### src/rtl/keypad_scanner.sv
// keypad_scanner: one-hot row scanner with whole-frame debounce, ghost rejection
// and press/release events; define KEYPAD_SCANNER_REPEAT_EN for auto-repeat.
module keypad_scanner #(
   parameter int ROWS          = 4,
   parameter int COLS          = 3,
   parameter int SCAN_DIV      = 4,
   parameter int DEBOUNCE      = 3,
   parameter int REPEAT_DELAY  = 32,
   parameter int REPEAT_PERIOD = 8,
   localparam int CODE_W       = $clog2(ROWS*COLS+1)
) (
   input  logic              clk,
   input  logic              rst,
   input  logic [COLS-1:0]   key_col,
   output logic [ROWS-1:0]   key_row,
   output logic [CODE_W-1:0] key_code,
   output logic              key_valid,
   output logic              key_press,
   output logic              key_release,
   output logic              key_multi
);

   localparam int RW = $clog2(ROWS);
   localparam int DW = $clog2(SCAN_DIV);
   localparam int CW = $clog2(DEBOUNCE+1);

   localparam logic [CODE_W-1:0] NONE       = '1;
   localparam logic [CODE_W-1:0] COLS_C     = CODE_W'(COLS);
   localparam logic [RW-1:0]     ROW_LAST   = RW'(ROWS-1);
   localparam logic [DW-1:0]     DWELL_LAST = DW'(SCAN_DIV-1);
   localparam logic [CW-1:0]     DEB_MAX    = CW'(DEBOUNCE);
   localparam logic [ROWS-1:0]   ROW0       = {1'b1, {(ROWS-1){1'b0}}};

   if (ROWS < 2 || COLS < 2 || SCAN_DIV < 2 || DEBOUNCE < 1 ||
       REPEAT_DELAY < 1 || REPEAT_PERIOD < 1) begin : g_bad_param
      $error("keypad_scanner: parameter out of range");
   end

   typedef enum logic {
      IDLE,
      HELD
   } state_t;

   state_t            state_q, state_d;
   logic              run_q;
   logic [RW-1:0]     row_q, row_d;
   logic [DW-1:0]     dwell_q, dwell_d;
   logic [1:0]        hits_q, hits_d;
   logic [CODE_W-1:0] idx_q, idx_d;
   logic [CODE_W-1:0] cand_q, cand_d;
   logic [CW-1:0]     dcnt_q, dcnt_d;
   logic [CODE_W-1:0] code_q, code_d;
   logic              valid_q, valid_d;
   logic              press_q, press_d;
   logic              rel_q, rel_d;
   logic              multi_q, multi_d;

   logic              sample;
   logic              frame_end;
   logic              stable;
   logic [1:0]        row_hits;
   logic [2:0]        hit_sum;
   logic [1:0]        tot_hits;
   logic [CODE_W-1:0] row_base;
   logic [CODE_W-1:0] row_idx;
   logic [CODE_W-1:0] tot_idx;
   logic [CODE_W-1:0] result;

`ifdef KEYPAD_SCANNER_REPEAT_EN
   localparam int REP_MAX = (REPEAT_DELAY > REPEAT_PERIOD) ?
                            REPEAT_DELAY : REPEAT_PERIOD;
   localparam int REP_W   = $clog2(REP_MAX+1);
   localparam logic [REP_W-1:0] REP_DLY = REP_W'(REPEAT_DELAY);
   localparam logic [REP_W-1:0] REP_PER = REP_W'(REPEAT_PERIOD);

   logic [REP_W-1:0] rep_q, rep_d;
   logic [REP_W-1:0] rep_nx;
   logic [REP_W-1:0] rep_tgt;
   logic             first_q, first_d;
`endif

   assign key_row     = run_q ? (ROW0 >> row_q) : '0;
   assign key_code    = code_q;
   assign key_valid   = valid_q;
   assign key_press   = press_q;
   assign key_release = rel_q;
   assign key_multi   = multi_q;

   always_comb begin
      row_d     = row_q;
      dwell_d   = dwell_q;
      sample    = 1'b0;
      frame_end = 1'b0;
      if (run_q) begin
         if (dwell_q == DWELL_LAST) begin
            sample  = 1'b1;
            dwell_d = '0;
            if (row_q == ROW_LAST) begin
               frame_end = 1'b1;
               row_d     = '0;
            end else begin
               row_d = row_q + 1'b1;
            end
         end else begin
            dwell_d = dwell_q + 1'b1;
         end
      end
   end

   // hit count saturates at 2: only "none / one / many" matters
   always_comb begin
      row_base = CODE_W'(row_q) * COLS_C;
      row_hits = '0;
      row_idx  = '0;
      for (int c = 0; c < COLS; c++) begin
         if (key_col[COLS-1-c]) begin
            if (row_hits != 2'd2) begin
               row_hits = row_hits + 2'd1;
            end
            row_idx = row_base + CODE_W'(c);
         end
      end
   end

   always_comb begin
      hit_sum  = {1'b0, hits_q} + {1'b0, row_hits};
      tot_hits = (hit_sum > 3'd2) ? 2'd2 : hit_sum[1:0];
      tot_idx  = (row_hits != 2'd0) ? row_idx : idx_q;
      result   = (tot_hits == 2'd1) ? tot_idx : NONE;
   end

   always_comb begin
      hits_d  = hits_q;
      idx_d   = idx_q;
      multi_d = multi_q;
      if (sample) begin
         hits_d = frame_end ? 2'd0 : tot_hits;
         idx_d  = frame_end ? '0 : tot_idx;
      end
      if (frame_end) begin
         multi_d = tot_hits[1];
      end
   end

   always_comb begin
      cand_d = cand_q;
      dcnt_d = dcnt_q;
      if (frame_end) begin
         if (result == cand_q) begin
            if (dcnt_q != DEB_MAX) begin
               dcnt_d = dcnt_q + 1'b1;
            end
         end else begin
            cand_d = result;
            dcnt_d = CW'(1);
         end
      end
      stable = frame_end && (dcnt_d == DEB_MAX);
   end

   always_comb begin
      state_d = state_q;
      code_d  = code_q;
      valid_d = valid_q;
      press_d = 1'b0;
      rel_d   = 1'b0;
`ifdef KEYPAD_SCANNER_REPEAT_EN
      rep_d   = rep_q;
      first_d = first_q;
      rep_nx  = rep_q + 1'b1;
      rep_tgt = first_q ? REP_DLY : REP_PER;
`endif
      unique case (state_q)
         IDLE: begin
            if (stable && cand_d != NONE) begin
               state_d = HELD;
               code_d  = cand_d;
               valid_d = 1'b1;
               press_d = 1'b1;
`ifdef KEYPAD_SCANNER_REPEAT_EN
               rep_d   = '0;
               first_d = 1'b1;
`endif
            end
         end
         HELD: begin
            if (stable && cand_d != code_q) begin
               state_d = IDLE;
               valid_d = 1'b0;
               rel_d   = 1'b1;
`ifdef KEYPAD_SCANNER_REPEAT_EN
               rep_d   = '0;
               first_d = 1'b1;
`endif
            end
`ifdef KEYPAD_SCANNER_REPEAT_EN
            else if (frame_end) begin
               rep_d = rep_nx;
               if (rep_nx == rep_tgt) begin
                  press_d = 1'b1;
                  rep_d   = '0;
                  first_d = 1'b0;
               end
            end
`endif
         end
         default: begin
            state_d = IDLE;
         end
      endcase
   end

   always_ff @(posedge clk) begin
      if (rst) begin
         state_q <= IDLE;
         run_q   <= 1'b0;
         row_q   <= '0;
         dwell_q <= '0;
         hits_q  <= '0;
         idx_q   <= '0;
         cand_q  <= NONE;
         dcnt_q  <= '0;
         code_q  <= NONE;
         valid_q <= 1'b0;
         press_q <= 1'b0;
         rel_q   <= 1'b0;
         multi_q <= 1'b0;
      end else begin
         state_q <= state_d;
         run_q   <= 1'b1;
         row_q   <= row_d;
         dwell_q <= dwell_d;
         hits_q  <= hits_d;
         idx_q   <= idx_d;
         cand_q  <= cand_d;
         dcnt_q  <= dcnt_d;
         code_q  <= code_d;
         valid_q <= valid_d;
         press_q <= press_d;
         rel_q   <= rel_d;
         multi_q <= multi_d;
      end
   end

`ifdef KEYPAD_SCANNER_REPEAT_EN
   always_ff @(posedge clk) begin
      if (rst) begin
         rep_q   <= '0;
         first_q <= 1'b1;
      end else begin
         rep_q   <= rep_d;
         first_q <= first_d;
      end
   end
`endif

endmodule

### config.mk
export PLATFORM = sky130hd
export DESIGN_NAME = keypad_scanner
export DESIGN_NICKNAME = d
export VERILOG_FILES = /design/src/rtl/keypad_scanner.sv
export SDC_FILE = /design/constraint.sdc
export NUM_CORES = 1
export LEC_CHECK = 0
export ABC_CLOCK_PERIOD_IN_PS = 3700
export CAP_MARGIN = 20
export CORE_ASPECT_RATIO = 1.5
export CORE_MARGIN = 2
export CORE_UTILIZATION = 50
export CTS_BUF_LIST = sky130_fd_sc_hd__clkbuf_4 sky130_fd_sc_hd__clkbuf_8 sky130_fd_sc_hd__clkbuf_16
export DETAILED_ROUTE_END_ITERATION = 10
export PLACE_DENSITY_LB_ADDON = 0.12
export SLEW_MARGIN = 20
export SYNTH_ARGS = -nofsm -noshare
export SYNTH_HDL_FRONTEND = slang
export SYNTH_SLANG_ARGS = --single-unit
### constraint.sdc
create_clock -name clk -period 3.7 [get_ports clk]
set_clock_uncertainty 0.15 [all_clocks]
set_input_delay 0.555 -clock clk [delete_from_list [all_inputs] [get_ports clk]]
set_output_delay 0.555 -clock clk [all_outputs]
set_load 0.005 [all_outputs]
; ---- Word level (Yosys, flattened, before mapping)
; Cells that the tools add are included.
[word_totals]
ff_bits = 26
in_bits = 5
out_inout_bits = 12
elab_cells = 80
[classes]
add_sub_neg = 8
multipliers = 1
n_lt_le_gt_ge = 1
n_eq_ne = 12
n_shift = 1
mux = 34
bitwise = 1
n_reduce_logical = 9
[ops]
columns = operator, n
row1 = 4-bit two-way mux, 9
row2 = 2-bit two-way mux, 11
row3 = 1-bit two-way mux, 12
row4 = "2-bit by 1-bit adder with 2-bit output, second input constant", 5
row5 = "2-bit != test, second input constant", 4
row6 = "2-bit == test, second input constant", 3
row7 = 2-bit AND reduction, 3
row8 = "4-bit by 1-bit adder with 4-bit output, second input constant", 1
row9 = "4-bit by 2-bit adder with 4-bit output, second input constant", 1
row10 = 4-bit == test, 1
row11 = "2-bit by 2-bit multiplier with 4-bit output, second input constant", 1
row12 = 4-bit != test, 1
row13 = "4-bit != test, second input constant", 1
row14 = 1-bit one-hot mux with 2 select lines, 2
row15 = 2-bit OR reduction, 2
row16 = "4-bit by 2-bit >> shifter with 4-bit output, first input constant", 1
row17 = 2-bit by 2-bit adder with 3-bit output, 1
row18 = "3-bit by 2-bit greater-than comparator with 1-bit output, second input constant", 1
row19 = 1-bit logical AND, 3
row20 = "2-bit by 1-bit == test with 1-bit output, second input constant", 1
row21 = "2-bit by 1-bit != test with 1-bit output, second input constant", 1
row22 = 2-bit nonzero test, 1
row23 = 1-bit inverter, 1

; ---- Depth between registers and ports, before layout
[depth]
word_depth = 20
depth_mapped = 14
mapped_depth_nobuf = 14

; ---- Worst setup path before layout
; No wires, ideal clock.
[synth_path]
kind = input to register
start = input key_col[1]
end = register valid_q (netlist: key_valid)
setup_time_ns = 0.103
arrival_ns = 3.348
required_ns = 3.447
path_slack_ns = 0.098
path_stages = 13
path_buffers = 0
cell_sequence = inv_1 ha_1 mux2_2 ha_1 inv_1 fa_1 nand3_1 or4_4 nor3_2 nor3_1 nor4_4 nand4_4 a2111oi_2
[synth_via]
elab_chain_cells = 17
elab_cells_between_ends = 28
classes_between = add/sub (2) / order compare (1) / eq/ne (8) / mux (12) / reduce/logical (5)
[synth_rtl]
columns = element, line_no
row1 = "start, declared", 14  ; input logic [COLS-1:0] key_col,
row2 = 2-bit two-way mux, 116  ; if (key_col[COLS-1-c]) begin
row3 = 2-bit by 1-bit adder with 2-bit output or 2-bit != test (tied branches), "118, 117"
row4 = 2-bit two-way mux, 117  ; if (row_hits != 2'd2) begin
row5 = 2-bit two-way mux, 116
row6 = 2-bit by 2-bit adder with 3-bit output, 126  ; hit_sum = {1'b0, hits_q} + {1'b0, row_hits};
row7 = 3-bit by 2-bit greater-than comparator with 1-bit output, 127  ; tot_hits = (hit_sum > 3'd2) ? 2'd2 : hit_sum[1:0];
row8 = 2-bit two-way mux, 127
row9 = 2-bit by 1-bit == test with 1-bit output, 129  ; result = (tot_hits == 2'd1) ? tot_idx : NONE;
row10 = 4-bit two-way mux *, 129
row11 = 4-bit == test, 149  ; if (result == cand_q) begin
row12 = 2-bit two-way mux, 149
row13 = 2-bit two-way mux, 148  ; if (frame_end) begin
row14 = 2-bit == test, 158  ; stable = frame_end && (dcnt_d == DEB_MAX);
row15 = 1-bit logical AND, 158
row16 = 1-bit logical AND (on tied branches), "175, 187"
row17 = 2-bit != test (no source line) or 2-bit by 1-bit != test with 1-bit output (tied branches), n/a
row18 = 2-bit AND reduction (no source line) *, n/a
row19 = "end signal, assigned", 238  ; valid_q <= valid_d;
row20 = "end, declared", 53  ; logic valid_q, valid_d;
; Mark *: on every way between the ends. The rest lies on a longest branch, timed or not.
; A chain may end at the register's enable or synchronous reset.

; ---- Final worst setup path
[layout_path]
start = input key_col[2]
end = register rel_q (netlist: key_release)
[layout_via]
elab_chain_cells = 19
elab_cells_between_ends = 29
classes_between = add/sub (3) / order compare (1) / eq/ne (6) / mux (16) / reduce/logical (3)
[layout_rtl]
columns = element, line_no
row1 = 1-bit two-way mux, 116
row2 = 2-bit by 1-bit adder with 2-bit output or 2-bit != test (tied branches), "118, 117"
row3 = 2-bit two-way mux, 117
row4 = 2-bit two-way mux, 116
row5 = 2-bit by 1-bit adder with 2-bit output or 2-bit != test (tied branches), "118, 117"
row6 = 2-bit two-way mux, 117
row7 = 2-bit two-way mux, 116
row8 = 2-bit by 2-bit adder with 3-bit output, 126
row9 = [3 not listed], n/a
row10 = 4-bit two-way mux *, 129
row11 = 4-bit == test, 149
row12 = 2-bit two-way mux, 149
row13 = 2-bit two-way mux, 148
row14 = 2-bit == test, 158
row15 = 1-bit logical AND, 158
row16 = 1-bit logical AND *, 187  ; if (stable && cand_d != code_q) begin
row17 = 1-bit two-way mux *, 187
row18 = "end signal, assigned", 240  ; rel_q <= rel_d;
row19 = "end, declared", 55  ; logic rel_q, rel_d;
; Marked as above.

==> flow_metrics.tcl <==
set metrics [dict create \
    status "complete, no violations" \
    clock_path_buffers 2 \
    synth_top_flop_cell "dfxtp_1" \
    synth.area.mux_share_pct 4.58 \
    cts_hold_buffers 0 \
    synth-simple-area-share_pct 24.4 \
    synth.distinct_cells 48 \
    initial_utilization_pct 51.6 \
    min_period_ns 3.54 \
    slew_headroom_pct 50.0 \
    min_to "idx_q[0]" \
    critPathArrivalTime_ns 3.58 \
    worstSetupStartpointType "primary input" \
    rsz0062_at_grt "no" \
    syn_nets 200 \
    path_clk_slew_ns 0.09 \
    wl_per_cell_um 15.9 \
    cp_top_family "compound AO/OA/AOI/OAI gates" \
    yosysWarnings 0 \
    syn_inst 183 \
    finalCritPeriodShare_pct 95.7 \
    grt_util_met1_pct 22.6 \
    p_clk_share_pct 37.4 \
    cp_num_buf_inv 4 \
    clkLatencyLatePin_ns 0.27 \
    cp.required_ns 3.74 \
    cts_root_buf "clkbuf_8" \
    intPower_mw 0.481 \
    cts_buffers 3 \
    hp-start "idx_q[0]" \
    tightest_slew_ns 0.747 \
    postRouteAntennaNets 0 \
    dr_total_vias 1511 \
    hp-class "flop to flop" \
    clock-sinks 26 \
    multi_input_area_mm2 0.00110 \
    r2r_cells 11 \
    hpwl_um 3070 \
    finalHoldViolCount 0 \
    vdd_drop_max_mv 0.336 \
    grt_pass1_wl_um 6730 \
    power_switching_mw 0.148 \
    die_w_um 50.4 \
    drive_above_1_share_pct 26.2 \
    hold_depth 2 \
    slowest_delay_ns 0.45 \
    use_met3_pct 2.03 \
    gr-usage-met2_pct 48.1 \
    overflow 0 \
    first_iter_violations 33 \
    fin_total_pwr_mw 0.629 \
    r2r-end "key_release" \
    htreeDepth 1 \
    path_cells "clkbuf_2 > inv_2 > ha_4 > mux2_4 > ha_4 > inv_2 > fa_1 > and3_4 > buf_4 > o211ai_1 > xor2_2 > o41ai_2 > o21ai_1 > and2_1 > a211oi_2" \
    p_comb_share_pct 17.2 \
    maxSlewViolCount 0 \
    drc 0 \
    slowest_stage "fa_1" \
    tritoncts "built" \
    seq_power_share_pct 45.4 \
    grt_pass1_vias 1571 \
    critPathCaptureType "flop" \
    place_congestion 0.958 \
    grt_antenna_before_repair 0 \
    p_per_area_mw_per_mm2 292 \
    path_class "primary input to flop" \
    drt_wl_total_um 4200 \
    synth_xor_area_share_pct 3.80 \
    seqCellArea_um2 520 \
    timing.fmax_ghz 0.283 \
    cp_max_fo 3 \
    netSwitchingFraction_pct 23.5 \
    area_delta_synth_final_pct 33.5 \
    design.core.area_mm2 0.00313 \
    reg2reg_slack_ns 0.63 \
    synth_compound_area_share_pct 20.2 \
    timing.rr.start "hits_q[0]" \
    drv_cap 0 \
    synthAdderAreaFrac_pct 9.78 \
    async_reset_ff_share_pct 0 \
    die_h_um 73.6 \
    ys_seq_elements 26 \
    synth-edff-count 0 \
    grt_max_degree 18 \
    fillCellCount 274 \
    port_buffers 16 \
    fp.dieArea_mm2 0.00371 \
    busiest_layer "met2" \
    setup_viol 0 \
    insertedDiodeCount 0 \
    synth_seq_area_share_pct 32.3 \
    num_rows 25 \
    drt-vias-per-instance 5.70 \
    power.leakage_nw 0.872 \
    first_pass_iters 4 \
    nets 243 \
    syn_avg_cell_area_um2 8.81 \
    track_usage_pct 24.0 \
    boundaryPins 17 \
    synth_top_family_by_area "simple AND/OR/NAND/NOR gates" \
    final_util_pct 68.8 \
    syn-cell-area_mm2 0.00161 \
]
power groups by stage:
stage | combinational (mW) | clock, mW | sequential (mW)
finish | 0.108 | 0.235 | 0.285
floorplan | 0.0549 | 0 | 0.290
global placement | 0.0880 | 0 | 0.292
detailed placement | 0.0905 | 0 | 0.292
global route | 0.117 | 0.249 | 0.286
CTS | 0.103 | 0.240 | 0.285
placed cells by master, fill, tap and decap left out, types with 4 or more instances in the layout:
cell type        instances
a21oi_1                 12
and2_1                   5
buf_4                   27
clkdlybuf4s50_1         13
dfxtp_1                 26
ha_1                     9
inv_1                    7
mux2i_1                  4
nand2_1                 13
nand2b_1                 5
nor2_1                  16
nor2b_1                  5
o211ai_1                 7
xor2_1                   4
final cells by class:
class | count | share of cell area (%)
timing repair buffer | 44 | 17.0
clock buffer | 3 | 1.92
clock inverter | 1 | 1.39
sequential | 26 | 24.2
tap | 40 | 2.32
inverter | 11 | 1.92
multi-input combinational | 140 | 51.2
synth_stat cells (2+ instances only):
cell       number  area (um2)
mux2i_1         4        40.0
inv_1          10        37.5
nand2_1        13        48.8
o21ai_0         3        15.0
o211a_1         2        20.0
clkbuf_1        3        11.3
a211oi_1        3        22.5
a21oi_1        14        70.1
nand2b_1        5        31.3
nor2b_1         5        31.3
nand3b_1        2        15.0
and2_1          5        31.3
nand4_1         2        12.5
a41oi_1         2        17.5
nor3_1          4        20.0
buf_6           2        22.5
o211ai_1        7        52.6
a2bb2oi_1       3        26.3
nor3_2          2        20.0
nor2_1         17        63.8
o21ai_1         3        15.0
mux2_2          3        33.8
ha_1           11         138
xor2_1          6        52.6
and3_1          2        12.5
dfxtp_1        26         521
nand3_1         3        15.0
per-layer routing:
| metal | wire (um) | share of wire [%] | up-vias |
|---|---|---|---|
| met4 | 162 | 3.9 | 0 |
| met3 | 86 | 2.0 | 15 |
| met2 | 2440 | 58 | 35 |
| met5 | 0 | 0 | - |
| met1 | 1520 | 36 | 729 |
| li1 | - | - | 732 |
how the worst max path moves through the flow:
| stage | from | endpoint | depth (start not counted) |
|---|---|---|---|
| floorplan | key_col[1] | key_valid | 13 |
| global placement | key_col[1] | state_q | 15 |
| detailed placement | key_col[2] | state_q | 15 |
| CTS | key_col[0] | key_code[3] | 14 |
| global route | key_col[2] | key_release | 15 |
| finish | key_col[2] | key_release | 15 |
kinds of logic after synthesis:
logic type / count (synthesis)
xor+xnor: 7
fa+ha+maj: 12
compound gates: 46
simple gates: 68
buf+inv: 17
flops: 26
mux: 7
worst min-delay path: cells and delay by family (launching register included):
kind             cells  cell delay (ns)
AND/OR/NAND/NOR      1             0.07
flip-flops           1             0.34
AO/OA/AOI/OAI        1             0.06
per-stage QoR:
stage | area [um2] | TNS (ns) | setup WS, ns | hold WS (ns) | std cells
2_1_floorplan | 1610 | 0 | 0.0984 | 0.299 | 183
3_3_place_gp | 1960 | -4.22 | -0.535 | 0.317 | 257
3_5_place_dp | 1960 | -5.23 | -0.578 | 0.325 | 257
4_1_cts | 2100 | 0 | 0.0374 | 0.349 | 264
5_1_grt | 2150 | 0 | 0.0368 | 0.374 | 265
6_report | 2150 | 0 | 0.161 | 0.345 | 265
state kept, by name (all words and copies together), names as in the netlist:
register,count
cand_q,4
dcnt_q,2
dwell_q,2
hits_q,2
idx_q,4
key_code,4
key_multi,1
key_press,1
key_release,1
key_valid,1
row_q,2
run_q,1
state_q,1
what timing repair did:
| action | CTS | global route |
|---|---|---|
| setup buffers | 3 | 1 |
| resized for setup | 13 | 13 |
| endpoints found under the setup margin | 10 | 9 |
| pin swaps | 6 | 11 |
Power figures use the tool's default switching activity.
